==> config.mk <==
export PLATFORM = sky130hd
export DESIGN_NAME = calc_core
export DESIGN_NICKNAME = d
export VERILOG_FILES = /design/src/rtl/calc_core.sv
export SDC_FILE = /design/constraint.sdc
export NUM_CORES = 1
export LEC_CHECK = 0
export CAP_MARGIN = 20
export CORE_MARGIN = 4
export CORE_UTILIZATION = 45
export DETAILED_ROUTE_END_ITERATION = 8
export GPL_ROUTABILITY_DRIVEN = 0
export PLACE_DENSITY = 0.63
export RECOVER_POWER = 100
export SETUP_SLACK_MARGIN = 0.15
export SYNTH_ARGS = -nofsm -noshare
export SYNTH_HDL_FRONTEND = slang
export SYNTH_SLANG_ARGS = --single-unit
==> constraint.sdc <==
create_clock -name clk -period 3.1 [get_ports clk]
set_input_delay 0.465 -clock clk [delete_from_list [all_inputs] [get_ports clk]]
set_output_delay 0.465 -clock clk [all_outputs]
set_load 0.01 [all_outputs]
==> src/rtl/calc_core.sv <==
// Sequential calculator engine: A, B, opcode beats in; one-cycle logic/add
// ops or W-cycle shift-add multiply / restoring divide; result held until taken.
module calc_core #(
    parameter int W = 8
) (
    input  logic         clk,
    input  logic         rst_n,
    input  logic         ena,
    input  logic         in_valid,
    output logic         in_ready,
    input  logic [W-1:0] in_data,
    output logic         out_valid,
    input  logic         out_ready,
    output logic [W-1:0] result,
    output logic         ovf,
    output logic         dz,
    output logic         busy
);
    localparam int CW = $clog2(W);
    localparam logic [CW-1:0] LAST = CW'(W - 1);

    localparam logic [2:0] S_A  = 3'd0;
    localparam logic [2:0] S_B  = 3'd1;
    localparam logic [2:0] S_OP = 3'd2;
    localparam logic [2:0] S_EX = 3'd3;
    localparam logic [2:0] S_DN = 3'd4;

    localparam logic [2:0] OP_ADD = 3'd0;
    localparam logic [2:0] OP_SUB = 3'd1;
    localparam logic [2:0] OP_AND = 3'd2;
    localparam logic [2:0] OP_OR  = 3'd3;
    localparam logic [2:0] OP_XOR = 3'd4;
    localparam logic [2:0] OP_MUL = 3'd5;
    localparam logic [2:0] OP_MOD = 3'd7;

    logic [2:0]    state;
    logic          live;
    logic [W-1:0]  a, b;
    logic [2:0]    op;
    logic [W-1:0]  hi, lo;
    logic [CW-1:0] cnt;

    logic         in_fire, out_fire, iter;
    logic [W:0]   sum, diff;
    logic [W-1:0] alu_res;
    logic         alu_ovf;
    logic [W:0]   mul_sum, div_r, div_d;
    logic         div_ge;
    logic [W-1:0] nhi, nlo;

    // in_ready stays low until the first edge after reset release
    assign in_ready  = live & ena &
                       (state == S_A || state == S_B || state == S_OP);
    assign out_valid = ena & (state == S_DN);
    assign busy      = (state == S_EX);
    assign in_fire   = in_valid & in_ready;
    assign out_fire  = out_valid & out_ready;
    assign iter      = (op >= OP_MUL);

    assign sum  = {1'b0, a} + {1'b0, b};
    assign diff = {1'b0, a} - {1'b0, b};

    always_comb begin
        alu_res = '0;
        alu_ovf = 1'b0;
        unique case (op)
            OP_ADD: begin
                alu_res = sum[W-1:0];
                alu_ovf = sum[W];
            end
            OP_SUB: begin
                alu_res = diff[W-1:0];
                alu_ovf = diff[W];
            end
            OP_AND:  alu_res = a & b;
            OP_OR:   alu_res = a | b;
            OP_XOR:  alu_res = a ^ b;
            default: alu_res = '0;
        endcase
    end

    // MUL: {hi,lo} is the product register with the multiplier in lo.
    // DIV/MOD: hi is the partial remainder, lo shifts dividend out/quotient in.
    assign mul_sum = {1'b0, hi} + (lo[0] ? {1'b0, a} : '0);
    assign div_r   = {hi, lo[W-1]};
    assign div_ge  = (div_r >= {1'b0, b});
    assign div_d   = div_r - {1'b0, b};

    always_comb begin
        if (op == OP_MUL) begin
            nhi = mul_sum[W:1];
            nlo = {mul_sum[0], lo[W-1:1]};
        end else begin
            nhi = div_ge ? div_d[W-1:0] : div_r[W-1:0];
            nlo = {lo[W-2:0], div_ge};
        end
    end

    always_ff @(posedge clk or negedge rst_n) begin
        if (!rst_n) begin
            state  <= S_A;
            live   <= 1'b0;
            a      <= '0;
            b      <= '0;
            op     <= '0;
            hi     <= '0;
            lo     <= '0;
            cnt    <= '0;
            result <= '0;
            ovf    <= 1'b0;
            dz     <= 1'b0;
        end else if (ena) begin
            live <= 1'b1;
            case (state)
                S_A: if (in_fire) begin
                    a     <= in_data;
                    state <= S_B;
                end
                S_B: if (in_fire) begin
                    b     <= in_data;
                    state <= S_OP;
                end
                S_OP: if (in_fire) begin
                    op    <= in_data[2:0];
                    cnt   <= '0;
                    hi    <= '0;
                    lo    <= (in_data[2:0] == OP_MUL) ? b : a;
                    state <= S_EX;
                end
                S_EX: if (!iter) begin
                    result <= alu_res;
                    ovf    <= alu_ovf;
                    dz     <= 1'b0;
                    state  <= S_DN;
                end else begin
                    hi  <= nhi;
                    lo  <= nlo;
                    cnt <= cnt + 1'b1;
                    if (cnt == LAST) begin
                        cnt    <= '0;
                        result <= (op == OP_MOD) ? nhi : nlo;
                        ovf    <= (op == OP_MUL) && (nhi != '0);
                        dz     <= (op != OP_MUL) && (b == '0);
                        state  <= S_DN;
                    end
                end
                S_DN: if (out_fire) state <= S_A;
                default: state <= S_A;
            endcase
        end
    end
endmodule

==> results.cfg <==
[outcome]
status = finished clean

[setup_path]
end_kind = flip-flop
crit_fanout = 6
r2r_setup_slack_ns = 0.23
r2r_cells = 10
path_class = flip-flop to flip-flop
cp-start-kind = flip-flop
reg2reg_to = ovf
worstPathArrival_ns = 3.07
crit_required_ns = 3.31
startpoint = b[0]
r2r_start = b[0]
critPathCapture = ovf

[drt]
wirelength_um = 13600
num_vias = 4227
drtPass1Iterations = 6
drcViolationCount = 0
wl_per_cell_um = 18.9
drtAntennaViolNets = 0
viasPerCell = 5.87
drt_iter0_markers = 341

[global_route]
top_usage_layer = met2
grt_pass1_wl_um = 21800
met1_usage_pct = 33.2
track_usage_pct = 24.0
grtUsageMet2_pct = 39.3
overflow = 0
antenna_found_initial = 0
grt_pass1_vias = 4078
met3_usage_pct = 2.87
grt_max_degree = 53

[yosys]
ys_warn_count = 0
synth.most_common_cell = nand2_1
syn_avg_cell_area_um2 = 8.16
synthTopCellsByArea = dfrtp_1 (29%), ha_1 (12%), nand2_1 (5.7%)
netlist.area_leader.share_pct = 28.7
async_flop_share_pct = 100
synth.ff_latch_count = 52
synth_edf_count = 0
synth.yosys.seq_area_share_pct = 28.7
synth_cells = 555
synthTopCellsByCount = nand2_1 (69), dfrtp_1 (52), nor2_1 (52)
syn_nets = 614
yosysUniqueCellTypes = 65
synth_area_mm2 = 0.00453
ys.flop_type = dfrtp_1
yosys.area.top_type = dfrtp_1

[cts]
cts_sinks = 52
numCtsBuffers = 5
cts_tree = done
cts.path.max_buffers = 2
cts_hold_buf = 0
htreeDepth = 2
cts_root_buffer = clkbuf_8
clk_pin_slew_ns = 0.12
clk_latency_ns = 0.33

[floorplanning]
fp.dieArea_mm2 = 0.0117
die_h_um = 108
die_w_um = 108
initial_core_util_pct = 46.3
rows = 36
io_pins = 26
core_area_mm2 = 0.00977

[pwr]
ir_drop_mv = 0.434
pwr-share-seq_pct = 21.5
p_comb_share_pct = 70.6
power_density_mw_per_mm2 = 1270
p_total_uw = 6560
clockPowerShare_pct = 8.0
p_switching_uw = 3420
swShare_pct = 52.2
p_leak_uw = 0.00233
internal-power_uw = 3130

[sta]
setup_viol = 0
layout_setup_ws_ns = 0.233
final_hold_viol_count = 0
slew_headroom_pct = 9.45
max_freq_mhz = 349
worst_slew_pin_slew_ns = 1.36
timing.hold.ws_ns = 0.494
fin_crit_sh_pct = 92.5
timing.final.max_slew_violations = 0
fin_skew_ns = 0.0128
fin_tns_setup_ns = 0
rsz0062_at_grt = yes
period_minus_slack_ns = 2.87

[min_path]
whs_path_depth = 1
hp-class = flip-flop to flip-flop

[run]
maxCapViolCount = 0

[place]
dp_hpwl_um = 10400
io_buffers = 25
pre_cts_slack_ns = 0.197
postPlaceCellArea_mm2 = 0.00498

[cells_and_area]
syn_to_final_growth_pct = 13.7
drive_gt1_share_pct = 12.4
nets = 645
finalInstanceArea_mm2 = 0.00515
n_antenna_cell = 0
layout make-up:
type,instances,area (um2)
clock buffer,5,68.8
clock inverter,3,50.0
fill,964,4630
inverter,37,144
multi-input combinational,440,2990
sequential,52,1310
tap,133,166
timing repair buffer,50,419
registers in the layout, summed over array words and instances (netlist names):
name / flops
a: 8
b: 8
hi: 8
lo: 8
result: 8
cnt: 3
op: 3
state: 3
dz: 1
live: 1
ovf: 1
cell usage in the layout, fill, tap and decap left out, types with 5 or more instances in the layout:
| master | instances |
|---|---|
| nor2b_1 | 7 |
| and2_1 | 9 |
| nor3_1 | 9 |
| xnor2_1 | 10 |
| nand2b_1 | 7 |
| inv_1 | 34 |
| a21o_1 | 8 |
| nand2_1 | 69 |
| mux2_2 | 21 |
| o21ai_0 | 45 |
| buf_4 | 21 |
| a211oi_1 | 5 |
| mux2i_1 | 10 |
| a31oi_1 | 6 |
| clkbuf_8 | 5 |
| ha_1 | 42 |
| a21oi_1 | 50 |
| clkdlybuf4s50_1 | 11 |
| nor2_1 | 52 |
| dfrtp_1 | 49 |
| nand3_1 | 8 |
| dlygate4sd3_1 | 13 |
per-layer routing:
metal,vias to the layer above,wire (um)
li1,2022,-
met1,2000,6080
met2,178,6310
met3,27,888
met4,0,350
met5,-,0
stage by stage:
step           util (%)  cells
5_1_grt            52.6    720
3_3_place_gp       50.9    706
3_5_place_dp       50.9    706
6_report           52.6    720
4_1_cts            52.1    714
2_1_floorplan         -    555
cell families (layout without fill, tap and decap cells):
kind of cell | after synthesis | in the layout | synth area share (%)
mux | 32 | 32 | 7.68
compound gates | 165 | 165 | 23.7
simple gates | 185 | 185 | 18.7
buf+inv | 63 | 95 | 5.39
fa+ha+maj | 46 | 46 | 13.4
flops | 52 | 52 | 28.7
xor+xnor | 12 | 12 | 2.32
worst max-delay path: stages (launching register included):
cell and delay (ns):
dfrtp_1 0.48, ha_1 0.27, fa_1 0.41, a21o_1 0.18
a21oi_1 0.26, o21ai_0 0.19, a211o_1 0.28, a21oi_1 0.25
o211ai_1 0.15, nor4_2 0.18, a31oi_1 0.11
power groups by stage:
stage | sequential, uW | combinational (uW) | clock [uW]
after CTS | 1390 | 4470 | 530
after detailed placement | 1410 | 4440 | 0
after floorplan | 1250 | 3240 | 0
after global placement | 1400 | 4370 | 0
final | 1410 | 4630 | 522
after global routing | 1440 | 5110 | 548
how the worst min path moves through the flow:
stage,from,endpoint,slack [ns]
after detailed placement,live,live,0.47
after floorplan,rst_n,a[0],0.17
after global routing,live,live,0.52
final,live,live,0.49
after CTS,rst_n,a[3],0.29
after global placement,result[4],result[4],0.46
repair_timing:
item | in CTS | in global routing
hold endpoints to repair | 0 | 0
gates resized for setup | 0 | 11
buffers inserted | 0 | 6
setup endpoints to repair | 0 | 6
(Power assumes the default switching activity.)
